==> config.mk <==
export PLATFORM = sky130hd
export DESIGN_NAME = adf4159_spi_rx_flat
export DESIGN_NICKNAME = d
export VERILOG_FILES = /design/src/rtl/adf4159_spi_rx_pkg.sv /design/src/rtl/adf4159_spi_rx_if.sv /design/src/rtl/adf4159_spi_rx_deser.sv /design/src/rtl/adf4159_spi_rx.sv /design/src/flat_wrapper.sv
export SDC_FILE = /design/constraint.sdc
export NUM_CORES = 1
export LEC_CHECK = 0
export CORE_UTILIZATION = 45
export DETAILED_ROUTE_END_ITERATION = 10
export PLACE_DENSITY = 0.63
export SLEW_MARGIN = 20
export SYNTH_ARGS = -nofsm -noshare
export SYNTH_HDL_FRONTEND = slang
export SYNTH_SLANG_ARGS = --single-unit
export TNS_END_PERCENT = 100
==> constraint.sdc <==
create_clock -name clk -period 18.3 [get_ports clk]
set_input_delay 1.83 -clock clk [delete_from_list [all_inputs] [get_ports clk]]
set_output_delay 1.83 -clock clk [all_outputs]
set_load 0.005 [all_outputs]
==> src/rtl/adf4159_spi_rx_pkg.sv <==
// ADF4159 register map: addresses, bank-select bits, field positions, power-up slot set.
// Latency: n/a (constants and a combinational helper only).
// Backpressure: n/a.
package adf4159_pkg;

  localparam logic [2:0] R0 = 3'd0;
  localparam logic [2:0] R1 = 3'd1;
  localparam logic [2:0] R2 = 3'd2;
  localparam logic [2:0] R3 = 3'd3;
  localparam logic [2:0] R4 = 3'd4;
  localparam logic [2:0] R5 = 3'd5;
  localparam logic [2:0] R6 = 3'd6;
  localparam logic [2:0] R7 = 3'd7;

  localparam int NUM_SLOTS = 11;
  localparam logic [3:0] SLOT_R4_B1 = 4'd8;
  localparam logic [3:0] SLOT_R5_B1 = 4'd9;
  localparam logic [3:0] SLOT_R6_B1 = 4'd10;

  localparam int BANK_BIT_R4  = 6;
  localparam int BANK_BIT_R56 = 23;

  localparam int INT_LSB     = 15;
  localparam int INT_MSB     = 26;
  localparam int FRAC_HI_LSB = 3;
  localparam int FRAC_HI_MSB = 14;
  localparam int FRAC_LO_LSB = 15;
  localparam int FRAC_LO_MSB = 27;
  localparam int REF_DBL_BIT = 20;
  localparam int RCNT_LSB    = 15;
  localparam int RCNT_MSB    = 19;
  localparam int PRESC_BIT   = 22;

  // Slots 3..10 must all be seen before the chip counts as initialised.
  localparam logic [NUM_SLOTS-1:0] PWRUP_MASK = 11'b111_1111_1000;

  // Map a received word onto its register-file slot (address plus bank bit).
  function automatic logic [3:0] slot_of(input logic [31:0] w);
    logic [2:0] a;
    a = w[2:0];
    slot_of = {1'b0, a};
    if (a == R4 && w[BANK_BIT_R4])
      slot_of = SLOT_R4_B1;
    else if (a == R5 && w[BANK_BIT_R56])
      slot_of = SLOT_R5_B1;
    else if (a == R6 && w[BANK_BIT_R56])
      slot_of = SLOT_R6_B1;
  endfunction

endpackage

==> src/rtl/adf4159_spi_rx_if.sv <==
// ADF4159 3-wire serial load pins (clock, data, load enable).
// Latency: none, plain wires.
// Backpressure: none, the receiver cannot stall the pins.
interface adf4159_spi_rx_if;
  logic spi_clk;
  logic spi_data;
  logic spi_le;

  modport master (output spi_clk, output spi_data, output spi_le);
  modport slave  (input  spi_clk, input  spi_data, input  spi_le);
endinterface

==> src/rtl/adf4159_spi_rx_deser.sv <==
// Synchronise the SPI pins, detect edges, shift 32-bit words MSB first.
// Latency: pin change to detected edge SYNC_STAGES+1 clk cycles.
// Backpressure: none; the latch strobe is a single-cycle pulse.
module adf4159_spi_deser #(
  parameter int SYNC_STAGES = 2
) (
  input  logic             clk,
  input  logic             rst,
  adf4159_spi_rx_if.slave  spi,
  output logic [31:0]      word,
  output logic             cnt_ok,
  output logic             cnt_zero,
  output logic             latch
);

  logic [SYNC_STAGES-1:0] clk_sync, dat_sync, le_sync;
  logic                   clk_prev, le_prev;
  logic [31:0]            shreg;
  logic [5:0]             cnt;
  logic                   clk_s, dat_s, le_s;
  logic                   clk_rise, le_rise, le_fall;

  assign clk_s    = clk_sync[SYNC_STAGES-1];
  assign dat_s    = dat_sync[SYNC_STAGES-1];
  assign le_s     = le_sync[SYNC_STAGES-1];
  assign clk_rise = clk_s & ~clk_prev;
  assign le_rise  = le_s & ~le_prev;
  assign le_fall  = ~le_s & le_prev;

  // Synchroniser chains plus one delay flop per line for edge detection.
  always_ff @(posedge clk or posedge rst) begin
    if (rst) begin
      clk_sync <= '0;
      dat_sync <= '0;
      le_sync  <= '0;
      clk_prev <= 1'b0;
      le_prev  <= 1'b0;
    end else begin
      clk_sync <= {clk_sync[SYNC_STAGES-2:0], spi.spi_clk};
      dat_sync <= {dat_sync[SYNC_STAGES-2:0], spi.spi_data};
      le_sync  <= {le_sync[SYNC_STAGES-2:0], spi.spi_le};
      clk_prev <= clk_s;
      le_prev  <= le_s;
    end
  end

  // Shift on clock rises while LE is low (this also blocks a shift coincident
  // with an LE rise); count saturates so over-long frames stay malformed.
  always_ff @(posedge clk or posedge rst) begin
    if (rst) begin
      shreg <= '0;
      cnt   <= '0;
    end else if (le_fall) begin
      cnt <= '0;
    end else if (clk_rise && !le_s) begin
      shreg <= {shreg[30:0], dat_s};
      cnt   <= (cnt == 6'd63) ? 6'd63 : cnt + 6'd1;
    end
  end

  assign word     = shreg;
  assign cnt_ok   = (cnt == 6'd32);
  assign cnt_zero = (cnt == 6'd0);
  assign latch    = le_rise;

endmodule

==> src/rtl/adf4159_spi_rx.sv <==
// ADF4159 serial-load receiver: banked register file, double-buffered active fields, status.
// Latency: LE rise detected in cycle t -> slot/fields/pulses at the t+1 edge; rd_data 1 cycle.
// Backpressure: none; every LE rise is judged and answered immediately.
module adf4159_spi_rx
  import adf4159_pkg::*;
#(
  parameter int SYNC_STAGES = 2
) (
  input  logic             clk,
  input  logic             rst,
  adf4159_spi_rx_if.slave  spi,
  input  logic [3:0]       rd_addr,
  output logic [31:0]      rd_data,
  output logic             word_valid,
  output logic [31:0]      word_data,
  output logic             frame_err,
  output logic             init_done,
  output logic             freq_update,
  output logic [11:0]      ints,
  output logic [24:0]      fracs,
  output logic             ref_doubled,
  output logic [4:0]       r_counter,
  output logic             prescaler
);

  logic [31:0]          word;
  logic                 cnt_ok, cnt_zero, latch;
  logic                 wr_en;
  logic [3:0]           wr_slot;
  logic [NUM_SLOTS-1:0] wr_onehot;
  logic [NUM_SLOTS-1:0] written;
  logic [31:0]          slots [NUM_SLOTS];

  adf4159_spi_deser #(.SYNC_STAGES(SYNC_STAGES)) u_deser (
    .clk      (clk),
    .rst      (rst),
    .spi      (spi),
    .word     (word),
    .cnt_ok   (cnt_ok),
    .cnt_zero (cnt_zero),
    .latch    (latch)
  );

  assign wr_en   = latch & cnt_ok;
  assign wr_slot = slot_of(word);

  // One-hot of the slot being written, used for the power-up tracking.
  always_comb begin
    wr_onehot = '0;
    wr_onehot[wr_slot] = 1'b1;
  end

  // Register file and power-up tracking.
  always_ff @(posedge clk or posedge rst) begin
    if (rst) begin
      for (int i = 0; i < NUM_SLOTS; i++) slots[i] <= '0;
      written   <= '0;
      init_done <= 1'b0;
    end else if (wr_en) begin
      slots[wr_slot] <= word;
      written        <= written | wr_onehot;
      if (((written | wr_onehot) & PWRUP_MASK) == PWRUP_MASK) init_done <= 1'b1;
    end
  end

  // Accepted word / malformed frame reporting.
  always_ff @(posedge clk or posedge rst) begin
    if (rst) begin
      word_valid <= 1'b0;
      frame_err  <= 1'b0;
      word_data  <= '0;
    end else begin
      word_valid <= wr_en;
      frame_err  <= latch & ~cnt_ok & ~cnt_zero;
      if (wr_en) word_data <= word;
    end
  end

  // Active fields move only on an R0 write, taking R1/R2 from their slots.
  always_ff @(posedge clk or posedge rst) begin
    if (rst) begin
      ints        <= '0;
      fracs       <= '0;
      ref_doubled <= 1'b0;
      r_counter   <= '0;
      prescaler   <= 1'b0;
      freq_update <= 1'b0;
    end else begin
      freq_update <= 1'b0;
      if (wr_en && word[2:0] == R0) begin
        ints        <= word[INT_MSB:INT_LSB];
        fracs       <= {word[FRAC_HI_MSB:FRAC_HI_LSB], slots[1][FRAC_LO_MSB:FRAC_LO_LSB]};
        ref_doubled <= slots[2][REF_DBL_BIT];
        r_counter   <= slots[2][RCNT_MSB:RCNT_LSB];
        prescaler   <= slots[2][PRESC_BIT];
        freq_update <= 1'b1;
      end
    end
  end

  // Registered readback; unused addresses read as zero.
  always_ff @(posedge clk or posedge rst) begin
    if (rst) rd_data <= '0;
    else if (rd_addr < 4'(NUM_SLOTS)) rd_data <= slots[rd_addr];
    else rd_data <= '0;
  end

endmodule

==> src/flat_wrapper.sv <==
// flat-port wrapper written by rule: the top's interface ports become plain ports
module adf4159_spi_rx_flat import adf4159_pkg::*;
#(
  parameter int SYNC_STAGES = 2
)
  (clk, rst, rd_addr, rd_data, word_valid, word_data, frame_err, init_done, freq_update, ints, fracs, ref_doubled, r_counter, prescaler, spi_spi_clk, spi_spi_data, spi_spi_le);
  adf4159_spi_rx_if spi_i ();
  input  logic clk;
  input  logic rst;
  input  logic [3:0] rd_addr;
  output logic [31:0] rd_data;
  output logic word_valid;
  output logic [31:0] word_data;
  output logic frame_err;
  output logic init_done;
  output logic freq_update;
  output logic [11:0] ints;
  output logic [24:0] fracs;
  output logic ref_doubled;
  output logic [4:0] r_counter;
  output logic prescaler;
  input wire logic [$bits(spi_i.spi_clk)-1:0] spi_spi_clk;
  input wire logic [$bits(spi_i.spi_data)-1:0] spi_spi_data;
  input wire logic [$bits(spi_i.spi_le)-1:0] spi_spi_le;
  assign spi_i.spi_clk = spi_spi_clk;
  assign spi_i.spi_data = spi_spi_data;
  assign spi_i.spi_le = spi_spi_le;
  adf4159_spi_rx #(.SYNC_STAGES(SYNC_STAGES)) u_core (.clk(clk), .rst(rst), .spi(spi_i), .rd_addr(rd_addr), .rd_data(rd_data), .word_valid(word_valid), .word_data(word_data), .frame_err(frame_err), .init_done(init_done), .freq_update(freq_update), .ints(ints), .fracs(fracs), .ref_doubled(ref_doubled), .r_counter(r_counter), .prescaler(prescaler));
endmodule
Yosys cells after proc, flatten, opt, wreduce, memory -nomap -nowiden
Cells that the tools add are included.
{"block": "op_classes", "add_sub_neg": 1, "n_reduce_logical": 13, "magnitude_cmp": 6, "eq_ne": 6, "mux": 16, "bitwise_logic": 15}
{"operator": "$bwmux 352", "count": 1}
{"operator": "$bmux 32 s4", "count": 1}
{"operator": "$demux 32 s4", "count": 1}
{"operator": "$mux 32", "count": 4}
{"operator": "$mux 6", "count": 3}
{"operator": "$eq 6x6->1 const B", "count": 2}
{"operator": "$mux 4", "count": 3}
{"operator": "$or 11x11->11", "count": 1}
{"operator": "$ge 5x5->1 const B", "count": 2}
{"operator": "$not 4->5", "count": 2}
{"operator": "$eq 3x3->1 const B", "count": 3}
{"operator": "$eq 8x8->1 const B", "count": 1}
{"operator": "$logic_and 1x1->1", "count": 7}
{"operator": "$add 6x1->6 const B", "count": 1}
{"operator": "$and 1x1->1", "count": 6}
{"operator": "$logic_not 6->1", "count": 1}
{"operator": "$not 1->1", "count": 6}
{"operator": "$lt 4x5->1 const B", "count": 1}
{"operator": "$lt 5x1->1 const B", "count": 1}
{"operator": "$demux 1 s4", "count": 1}
{"operator": "$ge 4x1->1 const B", "count": 1}
{"operator": "$lt 4x4->1 const B", "count": 1}
{"operator": "$reduce_and 2->1", "count": 2}
{"operator": "$logic_not 3->1", "count": 1}
{"operator": "other kinds (3)", "count": 4}
{"block": "word_totals", "out_inout_bits": 112, "ff_bits": 521, "inputBits": 9, "wordCells": 87}

Depth between registers and ports, before layout
Gate-level depths: netlist of the first run.
{"block": "logic_depth", "depth_word": 12, "ltp_mapped": 9, "mapped_depth_nobuf": 7}

By module
Synthesis of the first run repeated with hierarchy kept, for this count alone.
{"block": "unflattened", "hier_cells": 1446, "hier_area_um2": 21972.3}
{"module": "adf4159_spi_rx", "seq_area_each_um2": 11811.3, "n_inst": 1, "area_each_um2": 20168.1, "cells_per_inst": 1326}
{"module": "adf4159_spi_deser", "seq_area_each_um2": 1151.1, "n_inst": 1, "area_each_um2": 1804.2, "cells_per_inst": 120}

Worst setup path before layout of the first run
OpenSTA, ideal clock, no wires.
{"block": "synth_path", "path_type": "input to register", "startpoint": "input port rd_addr[0]", "endpoint": "register u_core.rd_data[10]", "n_path_buf": 2, "setup_time_ns": 0.138, "arrival_ns": 3.179, "t_required_ns": 18.162, "stages": 5, "path_slack_ns": 14.982, "path_cell_list": "clkbuf_1 buf_2 mux4_2 mux2i_1 o22ai_1"}
{"block": "synth_between", "elab_chain_cells": 5, "word_cells_on_any_way": 6, "cone_classes": "order compare (1); mux (4); bitwise (1)"}
{"item": "from (decl)", "line": "flat_wrapper.sv:10", "source": "input logic [3:0] rd_addr;"}
{"item": "$not 4->5 (implied by the code)", "line": "adf4159_spi_rx.sv:104", "source": "else if (rd_addr < 4'(NUM_SLOTS)) rd_data <= slots[rd_addr];"}
{"item": "$bmux 32 s4", "line": "adf4159_spi_rx.sv:104"}
{"item": "$mux 32 (implied by the code) (2 in series)", "line": "adf4159_spi_rx.sv:104"}
{"item": "$mux 32 (*)", "line": "adf4159_spi_rx.sv:104"}
{"item": "to (signal assigned)", "line": "adf4159_spi_rx.sv:104"}
{"item": "to (decl)", "line": "adf4159_spi_rx.sv:13", "source": "output logic [31:0] rd_data,"}
Mark *: on every way between the ends. The rest lies on a longest branch, timed or not. The select of a mux whose other input is x is not followed.
A chain may end at the register's enable or synchronous reset.

Worst setup path after layout of the first run
{"block": "layout_path", "startpoint": "input port rd_addr[1]", "endpoint": "register u_core.rd_data[31]"}
The elaborated chain is that of the path after synthesis.

==> flow_metrics.tcl, run 1 <==
set metrics [dict create \
    rows 80 \
    drv_cap 0 \
    drive_gt1_share_pct 26.6 \
    viasPerCell 5.47 \
    cp.arrival_ns 4.47 \
    drt_wl_total_mm 50.9 \
    ioPinCount 121 \
    setup_viol 0 \
    fin_ws_ns 14.24 \
    rsz0062_at_grt "no" \
    rr_endpoint "u_core.slots[127]$_DFFE_PP0P_" \
    powerDensity_nw_per_um2 91.4 \
    drt_first_pass_iters 5 \
    portBuffers 120 \
    vias 13100 \
    die_w_um 222 \
    holdCritPathClass "reg -> reg" \
    max_freq_ghz 0.247 \
    dp_slack_ns 13.31 \
    h-tree-depth 2 \
    post-cts-setup-buffer-count 0 \
    cts_sinks 518 \
    clockBufferDepth 3 \
    relSlewSlack_pct 26.1 \
    synth_ff_type "dfrtp_1" \
    tns_ns 0 \
    status "complete, no violations" \
    r2r_slack_ns 14.30 \
    grt_max_degree 179 \
    globalplace.congestion 0.733 \
    drv_slew 0 \
    end_kind "flop" \
    grt_pass1_wl_mm 81.5 \
    hold_depth 0 \
    synthesis.instances 1676 \
    r2r-start "u_core.u_deser.cnt[0]$_DFFE_PP0P_" \
    grt_pass1_vias 13900 \
    synth_edf_count 0 \
    power.share.switching_pct 22.2 \
    cp_max_fo 57 \
    worst_clock_skew_ns 0.0176 \
    whs_ns 0.361 \
    avgSynthCellArea_um2 13.0 \
    pwr-share-comb_pct 2.9 \
    met1_usage_pct 30.6 \
    ys_seq_elements 518 \
    drc 0 \
    cp-start-kind "input port" \
    pwr-share-seq_pct 50.8 \
    p_sw_uw 509 \
    max-vdd-ir-drop_uv 61.4 \
    drt-initial-drc-count 843 \
    coreArea_um2 47800 \
    root_buffer "clkbuf_16" \
    met2_usage_pct 33.6 \
    gr-usage-met3_pct 3.27 \
    min_to "u_core.u_deser.le_sync[1]$_DFF_PP0_" \
    nets 1747 \
    finalHoldViolCount 0 \
    die_area_um2 49400 \
    wl_per_cell_um 21.3 \
    fin_crit_ns 4.06 \
    period_share_pct 22.2 \
    start_util_pct 45.7 \
    p_leak_uw 0.0128 \
    cts_buffers 54 \
    cts-resized-gates 0 \
    ant_nets 0 \
    power.share.clock_pct 46.3 \
    n_antenna_cell 0 \
    grt-ovfl-total 0 \
    die_h_um 222 \
    syn_to_final_growth_pct 14.9 \
    synth_nets 1687 \
    cts.clk_slew.worst_paths_ns 0.06 \
    ff2ff_path_depth 9 \
    design_area_um2 25100 \
    postPlaceCellArea_um2 23400 \
    holdBufCountCts 0 \
    worst_pin_slew_ns 1.11 \
    crit_top_cell "buf_4" \
    clock_latency_ns 0.60 \
    grt_use_total_pct 21.2 \
    power.total_uw 2290 \
    synth_async_sr_flop_share_pct 100 \
    hp-start "u_core.u_deser.le_sync[0]$_DFF_PP0_" \
    critPathKind "in -> reg" \
    synth_cell_types 50 \
    cp.required_ns 18.71 \
    cp_cell_sequence "buf_6 -> buf_4 -> nand2_1 -> nand3b_1 -> buf_4 -> o22ai_1" \
    syn_area_um2 21900 \
    internal_power_uw 1790 \
    cp_slowest_cell "buf_4" \
    hpwl_mm 28.1 \
    antenna_found_initial 0 \
    cts_tree "yes" \
    grt-busiest-layer "met2" \
    yosysSeqAreaShare_pct 59.3 \
    cp_slowest_stage_delay_ns 0.74 \
    synthesis.yosys.warnings 0 \
]
placed cells by master, fill, tap and decap left out, types with 37 or more instances in the layout:
cell	Yosys	final
clkdlybuf4s50_1	0	116
clkbuf_16	0	57
mux2_2	230	230
dfrtp_1	518	518
nand2_1	396	396
mux2_4	51	51
mux2i_1	64	64
nor2_1	40	39
mux4_2	64	64
a21oi_1	37	37
area by class of cell:
cell class	count	area [um^2]
Multi-Input combinational cell	1017	8280
Sequential cell	518	13000
Fill cell	4046	22700
Tap cell	615	769
Clock buffer	89	1670
Clock inverter	10	58.8
Timing Repair Buffer	139	1350
Inverter	6	31.3
power by group through the flow:
stage | registers [uW] | clock network (uW) | logic, uW
floorplan | 1170 | 0 | 59.6
global placement | 1190 | 0 | 67.3
detailed placement | 1190 | 0 | 68.7
CTS | 1160 | 1090 | 68.9
global route | 1170 | 1140 | 74.9
finish | 1170 | 1060 | 66.5
sequential cells by signal, summed over array words and instances (netlist names), 2 cells and up:
register	count
u_core.u_deser.cnt	6
u_core.rd_data	32
u_core.ints	12
u_core.u_deser.dat_sync	2
u_core.u_deser.le_sync	2
u_core.u_deser.word	32
u_core.fracs	25
u_core.r_counter	5
u_core.u_deser.clk_sync	2
u_core.word_data	32
u_core.written	8
u_core.slots	352
how the worst max path moves through the flow:
| stage | start | to | slack, ns | cells after the start |
|---|---|---|---|---|
| after floorplan | rst | u_core.fracs[0]$_DFFE_PP0P_ | 2.00 | 1 |
| after global placement | rst | u_core.fracs[14]$_DFFE_PP0P_ | 13.40 | 4 |
| after detailed placement | rst | u_core.fracs[14]$_DFFE_PP0P_ | 13.31 | 4 |
| after CTS | rst | u_core.fracs[15]$_DFFE_PP0P_ | 13.93 | 4 |
| after global routing | rst | u_core.fracs[15]$_DFFE_PP0P_ | 13.99 | 4 |
| final | rd_addr[1] | u_core.rd_data[31]$_DFF_PP0_ | 14.24 | 6 |
critical path, delay by kind of cell:
family	cells	cell delay, ns
simple gates	2	0.56
buf+inv	3	1.77
compound gates	1	0.17
cells by family (layout without fill, tap and decap cells):
logic type      Yosys count  count (layout)  share of synthesized area, %
fa+ha+maj                 2               2                         0.114
flops                   518             518                          59.3
compound gates           86              86                          2.30
mux                     412             412                          25.0
buf+inv                 141             244                          2.97
xor+xnor                  1               1                        0.0401
simple gates            516             516                          10.2
layer usage:
layer / part of all wire, % / wire (um) / vias to the layer above
li1: - / - / 5857
met1: 47 / 24000 / 6906
met2: 47 / 24000 / 256
met3: 4.0 / 2040 / 71
met4: 1.8 / 923 / 0
met5: 0 / 0 / -
synth_stat cells (4+ instances only):
cell type | instances | area (um^2)
nand4_1 | 4 | 25.0
nand2b_1 | 18 | 113
buf_4 | 4 | 30.0
nand2_1 | 396 | 1490
buf_6 | 7 | 78.8
clkbuf_1 | 71 | 267
mux2i_1 | 64 | 641
nor2_1 | 40 | 150
o22ai_1 | 32 | 200
buf_2 | 41 | 205
o21ai_0 | 8 | 40.0
and2_1 | 11 | 68.8
a21oi_1 | 37 | 185
mux2_4 | 51 | 766
dfrtp_1 | 518 | 13000
inv_1 | 5 | 18.8
or2_2 | 9 | 56.3
mux4_2 | 64 | 1440
mux2_2 | 230 | 2590
nor2b_1 | 12 | 75.1
buf_1 | 12 | 45.0
stage by stage:
| stage | std cells | utilization (%) |
|---|---|---|
| floorplan | 1676 | - |
| detailed placement | 2295 | 48.9 |
| CTS | 2394 | 52.5 |
| global placement | 2295 | 48.9 |
| finish | 2394 | 52.5 |
| global route | 2394 | 52.5 |
Power figures use the tool's default switching activity.
==> run 2: changes to the inputs <==
clock period = 4 ns   (was 18.3 ns; I/O delays follow)
==> run 2 against run 1 <==
Against the previous run: hold slack worse by 0.11 ns; sequential share of layout area down 0.48 points; die area unchanged; clock-buffer cell count up 1; clock power rose to 4.6 times the previous value; sequential cell count unchanged; sequential power rose to 4.6 times the previous value; combinational power rose to 4.9 times the previous value.
==> flow_metrics.tcl, run 2 (synthesis results as in run 1) <==
set metrics [dict create \
    power.total_uw 10600 \
    mostFrequentLayoutCell "dfrtp_1" \
    viasPerCell 5.50 \
    cp-start-kind "flop" \
    grt_max_degree 95 \
    fin_crit_ns 3.00 \
    cts_sinks 518 \
    hp-start "spi_spi_clk" \
    cts-resized-gates 0 \
    regMostFlops "u_core.slots" \
    root_buffer "clkbuf_16" \
    r2r-start "u_core.u_deser.cnt[0]$_DFFE_PP0P_" \
    power.share.clock_pct 46.5 \
    tns_ns 0 \
    pwr-share-seq_pct 50.5 \
    period_share_pct 75.0 \
    cts_tree "yes" \
    vias 13300 \
    grt_pass1_vias 14200 \
    internal_power_uw 8230 \
    coreArea_um2 47800 \
    cp.required_ns 4.48 \
    drv_cap 0 \
    largest_reg_flops 352 \
    max-vdd-ir-drop_uv 286 \
    hold_depth 1 \
    antenna_found_initial 1 \
    die_area_um2 49400 \
    holdCritPathClass "in -> reg" \
    ff2ff_path_depth 8 \
    layout_common_cells "dfrtp_1 (518), nand2_1 (396), mux2_2 (230)" \
    finalHoldViolCount 0 \
    clockBufferDepth 3 \
    cp.arrival_ns 3.48 \
    clock_latency_ns 0.60 \
    syn_to_final_growth_pct 16.0 \
    p_sw_uw 2340 \
    cts_buffers 54 \
    die_w_um 222 \
    grt-ovfl-total 0 \
    relSlewSlack_pct 26.9 \
    ioPinCount 121 \
    cp_max_fo 34 \
    pwr-share-comb_pct 3.1 \
    rr_endpoint "u_core.slots[189]$_DFFE_PP0P_" \
    grt_use_total_pct 21.4 \
    worst_pin_slew_ns 1.10 \
    hpwl_mm 29.8 \
    setup_viol 0 \
    drt_wl_total_mm 50.9 \
    drt_first_pass_iters 5 \
    r2r_slack_ns 1.0 \
    die_h_um 222 \
    portBuffers 120 \
    powerDensity_nw_per_um2 417 \
    drc 0 \
    drive_gt1_share_pct 27.5 \
    critPathKind "reg -> reg" \
    ant_nets 0 \
    cts.clk_slew.worst_paths_ns 0.06 \
    drt-initial-drc-count 732 \
    status "complete, no violations" \
    max_freq_ghz 0.333 \
    end_kind "flop" \
    globalplace.congestion 0.736 \
    min_to "u_core.u_deser.clk_sync[0]$_DFF_PP0_" \
    post-cts-setup-buffer-count 0 \
    wl_per_cell_um 21.1 \
    h-tree-depth 2 \
    p_leak_uw 0.0130 \
    start_util_pct 45.7 \
    nets 1768 \
    rows 80 \
    n_antenna_cell 0 \
    worst_clock_skew_ns 0.0195 \
    grt_pass1_wl_mm 82.1 \
    power.share.switching_pct 22.2 \
    holdBufCountCts 0 \
    rsz0062_at_grt "no" \
    drv_slew 0 \
]
-- run 2: cell types whose count changed in the layout (fill, tap and decap cells not counted), sizes merged --
cell	previous run	this run
buf	23	44
clkinv	8	6
inv	6	5
clkbuf	89	90
clkinvlp	2	3
-- run 2: how the worst max path moves through the flow --
| stage | start | end |
|---|---|---|
| finish | u_core.u_deser.cnt[0]$_DFFE_PP0P_ | u_core.slots[189]$_DFFE_PP0P_ |
| detailed placement | u_core.u_deser.cnt[0]$_DFFE_PP0P_ | u_core.slots[189]$_DFFE_PP0P_ |
| CTS | u_core.u_deser.cnt[0]$_DFFE_PP0P_ | u_core.slots[189]$_DFFE_PP0P_ |
| global placement | u_core.u_deser.cnt[0]$_DFFE_PP0P_ | u_core.slots[189]$_DFFE_PP0P_ |
| floorplan | rst | u_core.fracs[0]$_DFFE_PP0P_ |
| global route | u_core.u_deser.cnt[0]$_DFFE_PP0P_ | u_core.slots[189]$_DFFE_PP0P_ |
-- run 2: worst max-delay path: stages, from the launching register on --
cell,delay [ns]
dfrtp_1,0.41
inv_1,0.09
ha_1,0.15
nor4b_4,0.29
nand2_2,0.10
clkinv_2,0.47
buf_4,0.33
nand3_4,0.50
mux2_1,0.52
-- run 2: power by group through the flow --
| stage | Clock (uW) | Combinational, uW | Sequential (uW) |
|---|---|---|---|
| after floorplan | 0 | 273 | 5370 |
| after global placement | 0 | 333 | 5430 |
| after detailed placement | 0 | 336 | 5430 |
| after CTS | 5030 | 337 | 5340 |
| after global routing | 5250 | 365 | 5340 |
| final | 4910 | 326 | 5340 |
-- run 2: layer usage --
metal | vias up | share of wire (%) | global-route usage [%]
li1 | 5895 | - | -
met1 | 7071 | 47 | 30.1
met2 | 252 | 48 | 34.2
met3 | 60 | 4.1 | 3.97
met4 | 0 | 1.8 | 5.63
met5 | - | 0 | 0
-- run 2: layout make-up --
type | count | area, um^2
Inverter | 6 | 27.5
Tap cell | 615 | 769
Clock inverter | 8 | 51.3
Multi-Input combinational cell | 1017 | 8280
Sequential cell | 518 | 13000
Fill cell | 4021 | 22500
Clock buffer | 90 | 1700
Timing Repair Buffer | 160 | 1570
-- run 2: per-stage QoR --
step	worst slack, ns	instance area (um^2)	hold WS, ns	instances	util, %
after floorplan	-3.44	21900	0.331	1676	-
after global placement	1.02	23600	0.335	2316	49.3
after detailed placement	0.952	23600	0.339	2316	49.3
after CTS	0.942	25400	0.212	2414	53.0
after global routing	0.743	25400	0.221	2414	53.0
final	0.999	25400	0.249	2414	53.0
==> run 3: changes to the inputs <==
clock period = 3 ns   (was 4 ns; I/O delays follow)
==> run 3 against run 2 <==
Against the previous run: fmax grew 22%; core utilization up 1.1 points; cell area up 2.0%; routed wire length decreased by 0.23%; clock-buffer cell count decreased by 7; sequential cell count stayed put; via count about the same; hold slack got worse by 0.11 ns; critical path depth did not move; critical endpoint is now u_core.slots[142]$_DFFE_PP0P_.
==> flow_metrics.tcl, run 3 (synthesis results as in run 1) <==
set metrics [dict create \
    hpwl_mm 30.7 \
    fin_crit_ns 2.45 \
    grt_pass1_vias 13900 \
    drv_slew 0 \
    die_w_um 222 \
    nFillCells 4018 \
    grt-ovfl-total 0 \
    vias 13300 \
    coreArea_um2 47800 \
    die_h_um 222 \
    p_sw_uw 3220 \
    ant_nets 0 \
    wl_per_cell_um 20.8 \
    largest_reg_flops 352 \
    seq_area_um2 13000 \
    worst_clock_skew_ns 0.0264 \
    worst_pin_slew_ns 1.06 \
    end_kind "flop" \
    final_cells 2441 \
    multiInputGateArea_um2 8280 \
    ioPinCount 121 \
    die_area_um2 49400 \
    syn_to_final_growth_pct 18.4 \
    crit_family "simple AND/OR/NAND/NOR gates" \
    n_antenna_cell 0 \
    power.share.clock_pct 48.9 \
    clock_latency_ns 0.61 \
    max-vdd-ir-drop_uv 403 \
    period_share_pct 81.8 \
    powerDensity_nw_per_um2 574 \
    grt_pass1_wl_mm 81.6 \
    portBuffers 120 \
    drt_first_pass_iters 5 \
    start_util_pct 45.7 \
    cts_sinks 518 \
    status "complete, no violations" \
    root_buffer "clkbuf_16" \
    cts_buffers 55 \
    p_leak_uw 0.0132 \
    post-cts-setup-buffer-count 0 \
    place.detailed.instances 2340 \
    cp_slowest_stage_delay_ns 0.49 \
    cp_cell_sequence "inv_1 -> ha_1 -> nor4b_4 -> nand2_2 -> clkinv_2 -> and4_2 -> buf_12 -> mux2_2" \
    viasPerCell 5.43 \
    clockBufferDepth 3 \
    drt-initial-drc-count 782 \
    cts_tree "yes" \
    cp-start-kind "flop" \
    grt_max_degree 69 \
    drt_wl_total_mm 50.8 \
    post-route-util_pct 54.1 \
    drv_cap 0 \
    layout_common_cells "dfrtp_1 (518), nand2_1 (396), mux2_2 (230)" \
    pwr-share-comb_pct 3.6 \
    drc 0 \
    mostFrequentLayoutCell "dfrtp_1" \
    drive_gt1_share_pct 28.9 \
    nets 1793 \
    rsz0062_at_grt "no" \
    cts.clk_slew.worst_paths_ns 0.06 \
    critPathKind "reg -> reg" \
    h-tree-depth 2 \
    globalplace.congestion 0.764 \
    cp.required_ns 3.48 \
    holdBufCountCts 0 \
    relSlewSlack_pct 29.5 \
    regMostFlops "u_core.slots" \
    holdCritPathClass "in -> reg" \
    setup_viol 0 \
    pwr-share-seq_pct 47.5 \
    grt_use_total_pct 21.2 \
    cp_num_buf_inv 3 \
    cp_slowest_cell "and4_2" \
    cp_max_fo 25 \
    internal_power_uw 11600 \
    cts-resized-gates 0 \
    r2r_slack_ns 0.55 \
    power.share.switching_pct 21.7 \
    finalHoldViolCount 0 \
    max_freq_ghz 0.407 \
    rows 80 \
    antenna_found_initial 0 \
    cp.arrival_ns 2.93 \
]
-- run 3: per-layer routing --
layer | GRT usage (%) | share of wire (%)
met2 | 32.9 | 47
met4 | 5.05 | 1.8
met3 | 4.05 | 4.1
met1 | 30.9 | 47
met5 | 0 | 0
-- run 3: power by group through the flow --
stage / sequential [uW] / clock [uW] / combinational [uW]
floorplan: 7160 / 0 / 364
global placement: 7180 / 0 / 541
detailed placement: 7180 / 0 / 545
CTS: 7050 / 7410 / 547
global route: 7060 / 7690 / 592
finish: 7050 / 7270 / 533
-- run 3: layout make-up --
class | count | share of cell area [%]
Multi-Input combinational cell | 1017 | 32.0
Inverter | 6 | 0.106
Tap cell | 615 | 2.97
Sequential cell | 518 | 50.1
Clock inverter | 18 | 1.23
Timing Repair Buffer | 184 | 7.23
Clock buffer | 83 | 6.35
-- run 3: path summary, 6_finish.rpt --
path | cells after the start | start | to
max | 8 | u_core.u_deser.cnt[0]$_DFFE_PP0P_ | u_core.slots[142]$_DFFE_PP0P_
min | 1 | spi_spi_data | u_core.u_deser.dat_sync[0]$_DFF_PP0_
max reg2reg | 8 | u_core.u_deser.cnt[0]$_DFFE_PP0P_ | u_core.slots[142]$_DFFE_PP0P_
min reg2reg | 0 | u_core.u_deser.clk_sync[0]$_DFF_PP0_ | u_core.u_deser.clk_sync[1]$_DFF_PP0_
max in group asynchronous | 3 | rst | u_core.rd_data[1]$_DFF_PP0_
min in group asynchronous | 2 | rst | u_core.slots[179]$_DFFE_PP0P_
-- run 3: through the flow --
step / cell area (um^2) / worst slack [ns] / power (uW) / setup TNS, ns / hold slack (ns)
3_3_place_gp: 23900 / 0.635 / 7720 / 0 / 0.334
3_5_place_dp: 23900 / 0.575 / 7730 / 0 / 0.336
2_1_floorplan: 21900 / -4.34 / 7520 / -2246.18 / 0.331
4_1_cts: 25900 / 0.547 / 15000 / 0 / 0.0971
6_report: 25900 / 0.545 / 14900 / 0 / 0.134
5_1_grt: 25900 / 0.383 / 15300 / 0 / 0.123
